## src/rtl/game_flow_ctrl.sv

```systemverilog
// game_flow_ctrl: top-level game sequencer for a block-breaker game.
// Tracks state, level, lives and score; all outputs are registered.
//
// Ports:
//   clk               single clock
//   rst               async active-low reset
//   iFrame_tick       one-cycle strobe per video frame
//   iStart            start/launch button (level, edge-detected inside)
//   iBallDie          ball below floor line
//   iSpecial_attacked ball inside special-block window
//   iState_flag       300-bit live block field (20x15), 1 = block
//   oLevel            level index 0..2
//   oField_rst_n      active-low reload strobe to block datapath
//   oBall_run         ball motion enable
//   oSpecial_block    special block present
//   oLives            remaining lives
//   oScore            saturating score
//   oState            FSM state encoding
module game_flow_ctrl #(
  parameter int          LIVES_INIT   = 3,
  parameter int          WAIT_FRAMES  = 60,
  parameter int          SERVE_FRAMES = 120,
  // score loaded at game start; nonzero only for bring-up
  parameter logic [15:0] SCORE_INIT   = 16'h0000
) (
  input  logic         clk,
  input  logic         rst,
  input  logic         iFrame_tick,
  input  logic         iStart,
  input  logic         iBallDie,
  input  logic         iSpecial_attacked,
  input  logic [299:0] iState_flag,
  output logic [1:0]   oLevel,
  output logic         oField_rst_n,
  output logic         oBall_run,
  output logic         oSpecial_block,
  output logic [1:0]   oLives,
  output logic [15:0]  oScore,
  output logic [2:0]   oState
);

  localparam int CW = 16;

  typedef enum logic [2:0] {
    S_IDLE  = 3'd0,
    S_LOAD  = 3'd1,
    S_SERVE = 3'd2,
    S_PLAY  = 3'd3,
    S_DIE   = 3'd4,
    S_CLEAR = 3'd5,
    S_OVER  = 3'd6,
    S_WIN   = 3'd7
  } state_e;

  state_e        state_q, state_d;
  logic [1:0]    level_q, level_d;
  logic          field_rst_n_q, field_rst_n_d;
  logic          ball_run_q, ball_run_d;
  logic          special_q, special_d;
  logic [1:0]    lives_q, lives_d;
  logic [15:0]   score_q, score_d;
  logic [CW-1:0] frame_cnt_q, frame_cnt_d;
  logic          load_q, load_d;
  logic          start_q, start_d;
  logic          spec_q, spec_d;
  logic [8:0]    prev_cnt_q, prev_cnt_d;

  logic [8:0]    cur_cnt;
  logic [8:0]    drop;
  logic [17:0]   sum;
  logic [15:0]   sat_score;
  logic          start_rise;
  logic          spec_rise;
  logic          hit;
  logic          field_empty;
  logic          serve_done;
  logic          wait_done;
  logic          entering;

  // popcount of the block field
  always_comb begin
    cur_cnt = '0;
    for (int i = 0; i < 300; i++) begin
      cur_cnt = cur_cnt + 9'(iState_flag[i]);
    end
  end

  always_comb begin
    start_rise  = iStart & ~start_q;
    spec_rise   = iSpecial_attacked & ~spec_q;
    hit         = spec_rise & special_q;
    field_empty = ~|iState_flag;
    serve_done  = iFrame_tick &&
                  (frame_cnt_q == CW'(SERVE_FRAMES - 1));
    wait_done   = iFrame_tick &&
                  (frame_cnt_q == CW'(WAIT_FRAMES - 1));
    // blocks only ever score when they disappear
    drop        = (prev_cnt_q > cur_cnt) ?
                  (prev_cnt_q - cur_cnt) : 9'd0;
    sum         = 18'(score_q) + 18'(drop) +
                  (hit ? 18'd10 : 18'd0);
    sat_score   = (sum > 18'h0FFFF) ? 16'hFFFF : sum[15:0];
  end

  always_comb begin
    state_d    = state_q;
    level_d    = level_q;
    special_d  = special_q;
    lives_d    = lives_q;
    score_d    = score_q;
    start_d    = iStart;
    spec_d     = iSpecial_attacked;
    prev_cnt_d = cur_cnt;

    unique case (state_q)
      S_IDLE: begin
        if (start_rise) begin
          state_d = S_LOAD;
          level_d = 2'd0;
          lives_d = 2'(LIVES_INIT);
          score_d = SCORE_INIT;
        end
      end
      S_LOAD: begin
        if (load_q) begin
          state_d = S_SERVE;
        end
      end
      S_SERVE: begin
        if (start_rise || serve_done) begin
          state_d = S_PLAY;
        end
      end
      S_PLAY: begin
        score_d = sat_score;
        if (hit) begin
          special_d = 1'b0;
        end
        // an empty field outranks a lost ball
        if (field_empty) begin
          state_d = S_CLEAR;
        end else if (iBallDie) begin
          state_d = S_DIE;
          lives_d = lives_q - 2'd1;
        end
      end
      S_DIE: begin
        // lives already decremented: zero means last life gone
        if (lives_q == 2'd0) begin
          state_d = S_OVER;
        end else if (wait_done) begin
          state_d = S_SERVE;
        end
      end
      S_CLEAR: begin
        if (wait_done) begin
          if (level_q == 2'd2) begin
            state_d = S_WIN;
          end else begin
            state_d = S_LOAD;
            level_d = level_q + 2'd1;
          end
        end
      end
      S_OVER, S_WIN: begin
        if (start_rise) begin
          state_d = S_IDLE;
        end
      end
    endcase

    entering    = (state_d != state_q);
    frame_cnt_d = entering ? '0 :
                  frame_cnt_q + CW'(iFrame_tick);
    // load_q marks the second LOAD cycle
    load_d      = (state_q == S_LOAD) && !entering;
    if (entering && state_d == S_LOAD) begin
      special_d = 1'b1;
    end
    field_rst_n_d = (state_d != S_LOAD);
    ball_run_d    = (state_d == S_PLAY);
  end

  always_ff @(posedge clk or negedge rst) begin
    if (!rst) begin
      state_q       <= S_IDLE;
      level_q       <= '0;
      field_rst_n_q <= 1'b0;
      ball_run_q    <= 1'b0;
      special_q     <= 1'b0;
      lives_q       <= '0;
      score_q       <= '0;
      frame_cnt_q   <= '0;
      load_q        <= 1'b0;
      start_q       <= 1'b0;
      spec_q        <= 1'b0;
      prev_cnt_q    <= '0;
    end else begin
      state_q       <= state_d;
      level_q       <= level_d;
      field_rst_n_q <= field_rst_n_d;
      ball_run_q    <= ball_run_d;
      special_q     <= special_d;
      lives_q       <= lives_d;
      score_q       <= score_d;
      frame_cnt_q   <= frame_cnt_d;
      load_q        <= load_d;
      start_q       <= start_d;
      spec_q        <= spec_d;
      prev_cnt_q    <= prev_cnt_d;
    end
  end

  assign oLevel         = level_q;
  assign oField_rst_n   = field_rst_n_q;
  assign oBall_run      = ball_run_q;
  assign oSpecial_block = special_q;
  assign oLives         = lives_q;
  assign oScore         = score_q;
  assign oState         = state_q;

endmodule

```

## config.mk

```make
export PLATFORM = sky130hd
export DESIGN_NAME = game_flow_ctrl
export DESIGN_NICKNAME = d
export VERILOG_FILES = /design/src/rtl/game_flow_ctrl.sv
export SDC_FILE = /design/constraint.sdc
export NUM_CORES = 1
export LEC_CHECK = 0
export CORE_MARGIN = 2
export CORE_UTILIZATION = 50
export DETAILED_ROUTE_END_ITERATION = 10
export DONT_BUFFER_PORTS = 1
export SYNTH_ARGS = -nofsm -noshare
export SYNTH_HDL_FRONTEND = slang
export SYNTH_SLANG_ARGS = --single-unit
```

## constraint.sdc

```tcl
create_clock -name clk -period 5.5 [get_ports clk]
set_input_delay 1.1 -clock clk [delete_from_list [all_inputs] [get_ports clk]]
set_output_delay 1.1 -clock clk [all_outputs]
set_load 0.02 [all_outputs]
```

* Word level (Yosys, flattened, before mapping)
Cells that the tools add are included.
** Operators by class
- Add/sub/neg operators :: 305
- $lt $le $gt $ge :: 2
- Equal/unequal tests :: 19
- Multiplexer cells :: 28
- Bitwise operators :: 5
- Reduce and logical (&&, ||, !) cells :: 18
** Operators by type and width (count)
- $add A9 B1 Y9 :: 291
- $reduce_or A300 Y1 :: 1
- $mux W16 :: 3
- $pmux W16 S2 :: 1
- $mux W3 :: 10
- $pmux W3 S7 :: 1
- $add A17 B4 Y18 :: 1
- $gt A18 B16 Y1 const B :: 1
- $add A16 B9 Y17 :: 1
- $add A16 B1 Y16 :: 1
- $eq A16 B6 Y1 const B :: 1
- $eq A16 B7 Y1 const B :: 1
- $eq A3 B3 Y1 const B :: 4
- $mux W2 :: 6
- $ne A2 B2 Y1 const B :: 5
- $add A8 B1 Y9 :: 1
- $eq A3 B2 Y1 const B :: 3
- $gt A9 B9 Y1 :: 1
- $mux W9 :: 1
- $sub A9 B9 Y9 :: 1
- $add A7 B1 Y8 :: 1
- $pmux W2 S2 :: 2
- $reduce_and A4 Y1 :: 2
- $reduce_bool A2 Y1 :: 4
- 23 further kinds :: 33
** Storage, ports and cells
- Register bits after elaboration :: 54
- Bits of input ports :: 306
- Output and inout bits :: 26
- Logic and storage cells :: 389

* Logic depth before layout (Yosys ltp)
- Depth after elaboration :: 306
- Depth in mapped cells :: 46
- Mapped depth without buffers :: 45

* Worst setup path after synthesis
Ideal clock, no wire load.
- Kind :: in2reg
- Start :: input port iState_flag[131]
- End :: register score_q[5], in the netlist oScore[5]
- Setup time :: 0.141 ns
- Data arrival time :: 11.944 ns
- Required time :: 5.359 ns
- Slack :: -6.585 ns
- Stages :: 42
- Buffers on the path :: 1
- Path through :: inv_1 -> fa_1 -> inv_1 -> fa_1 -> inv_1 -> fa_1 -> fa_1 -> inv_1 -> fa_1 -> fa_1 -> inv_1 -> fa_1 -> fa_1 -> inv_1 -> fa_1 -> fa_1 -> fa_1 -> inv_1 -> [6 not listed] -> o21a_1 -> o41ai_1 -> xor2_1 -> ha_1 -> inv_1 -> o221ai_2 -> a21oi_2 -> a2111o_1 -> fa_1 -> inv_1 -> ha_1 -> nand3_1 -> o22ai_1 -> o22ai_1 -> o21ai_0 -> nand4_1 -> clkbuf_1 -> a31oi_1
** Between the ends
- Cells in the longest elaborated chain, start to end :: 176
- Elaborated cells on any way between the ends :: 177
- Those cells by class :: add/sub: 172; order compare: 2; mux: 3
** RTL lines
- from (decl) :: line 32 : input logic [299:0] iState_flag,
- $add A9 B1 Y9 * (169 in series) :: line 84 : cur_cnt = cur_cnt + 9'(iState_flag[i]);
- $sub A9 B9 Y9 or $gt A9 B9 Y1 (tied branches) :: line 99, 98
- $mux W9 * :: line 98 : drop = (prev_cnt_q > cur_cnt) ?
- $add A16 B9 Y17 * :: line 100 : sum = 18'(score_q) + 18'(drop) +
- $add A17 B4 Y18 * :: line 100
- $gt A18 B16 Y1 :: line 102 : sat_score = (sum > 18'h0FFFF) ? 16'hFFFF : sum[15:0];
- $mux W16 * :: line 102
- $pmux W16 S2 * :: line 115 : unique case (state_q)
- to (signal assigned) :: line 205 : score_q <= score_d;
- to (decl) :: line 61 : logic [15:0] score_q, score_d;
Every way passes the cells marked *; elsewhere a longest branch is shown, timed or not.
A chain may end at the register's enable or synchronous reset.

* Final worst setup path
- Start :: input port iState_flag[151]
- End :: register score_q[9], in the netlist oScore[9]
** Between the ends
- Cells in the longest elaborated chain, start to end :: 156
- Elaborated cells on any way between the ends :: 157
- Those cells by class :: add/sub: 152; order compare: 2; mux: 3
** RTL lines (line)
- $add A9 B1 Y9 * (149 in series) :: 84
- $sub A9 B9 Y9 or $gt A9 B9 Y1 (tied branches) :: 99, 98
- $mux W9 * :: 98
- $add A16 B9 Y17 * :: 100
- $add A17 B4 Y18 * :: 100
- $gt A18 B16 Y1 :: 102
- $mux W16 * :: 102
- $pmux W16 S2 * :: 115
Marks and branches as above.

==> flow_summary.ini <==
[worst_setup_path]
crit_cells = 42
reg2reg_depth = 14
crit_type = in2reg
crit_arrival_ns = 11.80
worstPathRequired_ns = 5.63
start_kind = input pin
r2r-end = oScore[9]$_DFFE_PN0P_
cp_max_fo = 5
rr_startpoint = prev_cnt_q[6]$_DFF_PN0_
worst-path-buf-inv = 8
slowest_delay_ns = 0.55
crit_top_cell = fa_1
path_delay_family = adder cells
endpoint_kind = flop
cp_slowest_cell = fa_1
reg2reg_slack_ns = 1.43

[timing]
fin_crit_ns = 11.67
fin_crit_sh_pct = 212
slew_viol_final = 0
rsz0062_at_grt = yes
setup_viol = 25
hold_viol_final = 0
clock_skew_ns = 0.00406
timing.fmax_mhz = 85.7
timing.slew.headroom_pct = 21.7
tns_ns = -122.61
fin_ws_ns = -6.17
tightest_slew_ns = 1.16

[logic_synthesis]
synth.most_common_cell = inv_1
syn_area_um2 = 12700
syn_avg_cell_area_um2 = 9.51
ys_top_cells_by_count = inv_1 (451), fa_1 (288), nor4_1 (114)
ys_seq_elements = 54
synth-main-ff-cell = dfrtp_1
synth_edf_count = 0
yosysTopAreaCellShare_pct = 45.2
async_reset_ff_share_pct = 100
yosysSeqAreaShare_pct = 10.6
yosys-top-cells-area = fa_1 (45%), inv_1 (13%), dfrtp_1 (11%)
syn_inst = 1341
synth_top_area_cell = fa_1
ys_types = 66
syn_nets = 2010
ys_warn_count = 0

[cts]
numCtsBuffers = 5
cts_tree = yes
clock_sinks = 54
cts.clk_slew.worst_paths_ns = 0.08
cts_root_buf = clkbuf_16
clock_latency_ns = 0.30
h-tree-depth = 2
cts_buffer_depth = 2

[layout]
fin_nets = 2085
fin_util_pct = 56.5
finalNonFillerCells = 1747
diodes = 0
area_delta_synth_final_pct = 11.4
drive_gt1_share_pct = 12.1

[drt]
firstDrtPassIters = 5
via_per_inst = 5.65
routedWlPerCell_um = 25.6
drt-initial-drc-count = 602
num_vias = 9879
drc = 0
ant_nets = 0
wl_um = 44600

[job]
max_cap_violations = 0

[grt]
overflow = 0
antenna_found_initial = 1
grt_pass1_vias = 10863
grt_pass1_wl_um = 65000
grtUsageMet2_pct = 58.2
grt.total_usage_pct = 34.1
grt_use_met3_pct = 10.3
grt.busiest_layer = met2
grt_use_met1_pct = 38.0
grt_start_max_net_pins = 55

[placed_design]
dp_hpwl_um = 41100
finalWeightedCongestion = 1.02
portBuffers = 0
pre_cts_ws_ns = -6.55
place_inst = 1728

[floorplan]
std_cell_rows = 58
fp.dieArea_um2 = 26800
io_pins = 332
core_um2 = 25100
initial_core_util_pct = 50.8
dieHeight_um = 164
dieWidth_um = 164

[min_path]
hold_class = in2async

[status]
outcome = finished with violations
failed_checks = negative setup slack
==> cells in the final DEF (no fill, tap or decap), types with 15 or more instances in the layout <==
cell type  instances
nand3_1           16
a21oi_1           18
dfrtp_1           54
ha_1              68
nor3_1            15
xnor2_1           18
nand4_1           36
inv_1            441
buf_4             82
fa_1             274
nor2_1            46
nor4_1           112
==> flip-flops by register name (all words and copies together), names as in the netlist <==
| register | cells |
|---|---|
| spec_q | 1 |
| oState | 3 |
| oLevel | 2 |
| load_q | 1 |
| oSpecial_block | 1 |
| oBall_run | 1 |
| oScore | 16 |
| oField_rst_n | 1 |
| oLives | 2 |
| start_q | 1 |
| frame_cnt_q | 16 |
| prev_cnt_q | 9 |
==> final cells by class <==
| cell class | count | area, um^2 |
|---|---|---|
| Multi-Input combinational cell | 820 | 9940 |
| Inverter | 451 | 1700 |
| Clock buffer | 5 | 125 |
| Fill cell | 2359 | 10900 |
| Tap cell | 330 | 413 |
| Clock inverter | 3 | 28.8 |
| Timing Repair Buffer | 84 | 638 |
| Sequential cell | 54 | 1350 |
==> worst max path at each step <==
stage / startpoint / to / slack, ns
finish: iState_flag[151] / oScore[9]$_DFFE_PN0P_ / -6.17
global route: iState_flag[151] / oScore[13]$_DFFE_PN0P_ / -6.56
CTS: iState_flag[151] / oScore[9]$_DFFE_PN0P_ / -6.12
detailed placement: iState_flag[215] / oScore[9]$_DFFE_PN0P_ / -6.55
global placement: iState_flag[151] / oScore[9]$_DFFE_PN0P_ / -6.43
floorplan: iState_flag[191] / oScore[9]$_DFFE_PN0P_ / -6.10
==> cell families (layout without fill, tap and decap cells) <==
logic type / Yosys count / in the layout / synth area share, %
fa+ha+maj: 363 / 363 / 52.6
xor+xnor: 33 / 33 / 2.27
buf+inv: 467 / 543 / 13.8
compound gates: 116 / 116 / 6.32
mux: 2 / 2 / 0.177
simple gates: 306 / 306 / 14.2
flops: 54 / 54 / 10.6
==> through the flow <==
step	cell area [um^2]	hold slack (ns)
after floorplan	12900	0.445
after global placement	13800	0.510
after detailed placement	13800	0.511
after CTS	14100	0.483
after global routing	14200	0.476
final	14200	0.492
==> what timing repair did <==
| item | in CTS | in global routing |
|---|---|---|
| setup endpoints to repair | 25 | 25 |
| cloned | 0 | 1 |
| hold buffers | 0 | 0 |
| resized for setup | 33 | 16 |
| setup buffers | 7 | 3 |
| pin swaps | 19 | 9 |
==> layer usage <==
layer  part of all wire [%]  routed length [um]
met5                  0.040                  18
met4                    6.4                2860
met3                    9.9                4400
met2                     49               22100
met1                     34               15300
Power is not shown: default switching activity piles up to over one toggle a cycle in this logic, so the estimate is an artifact.
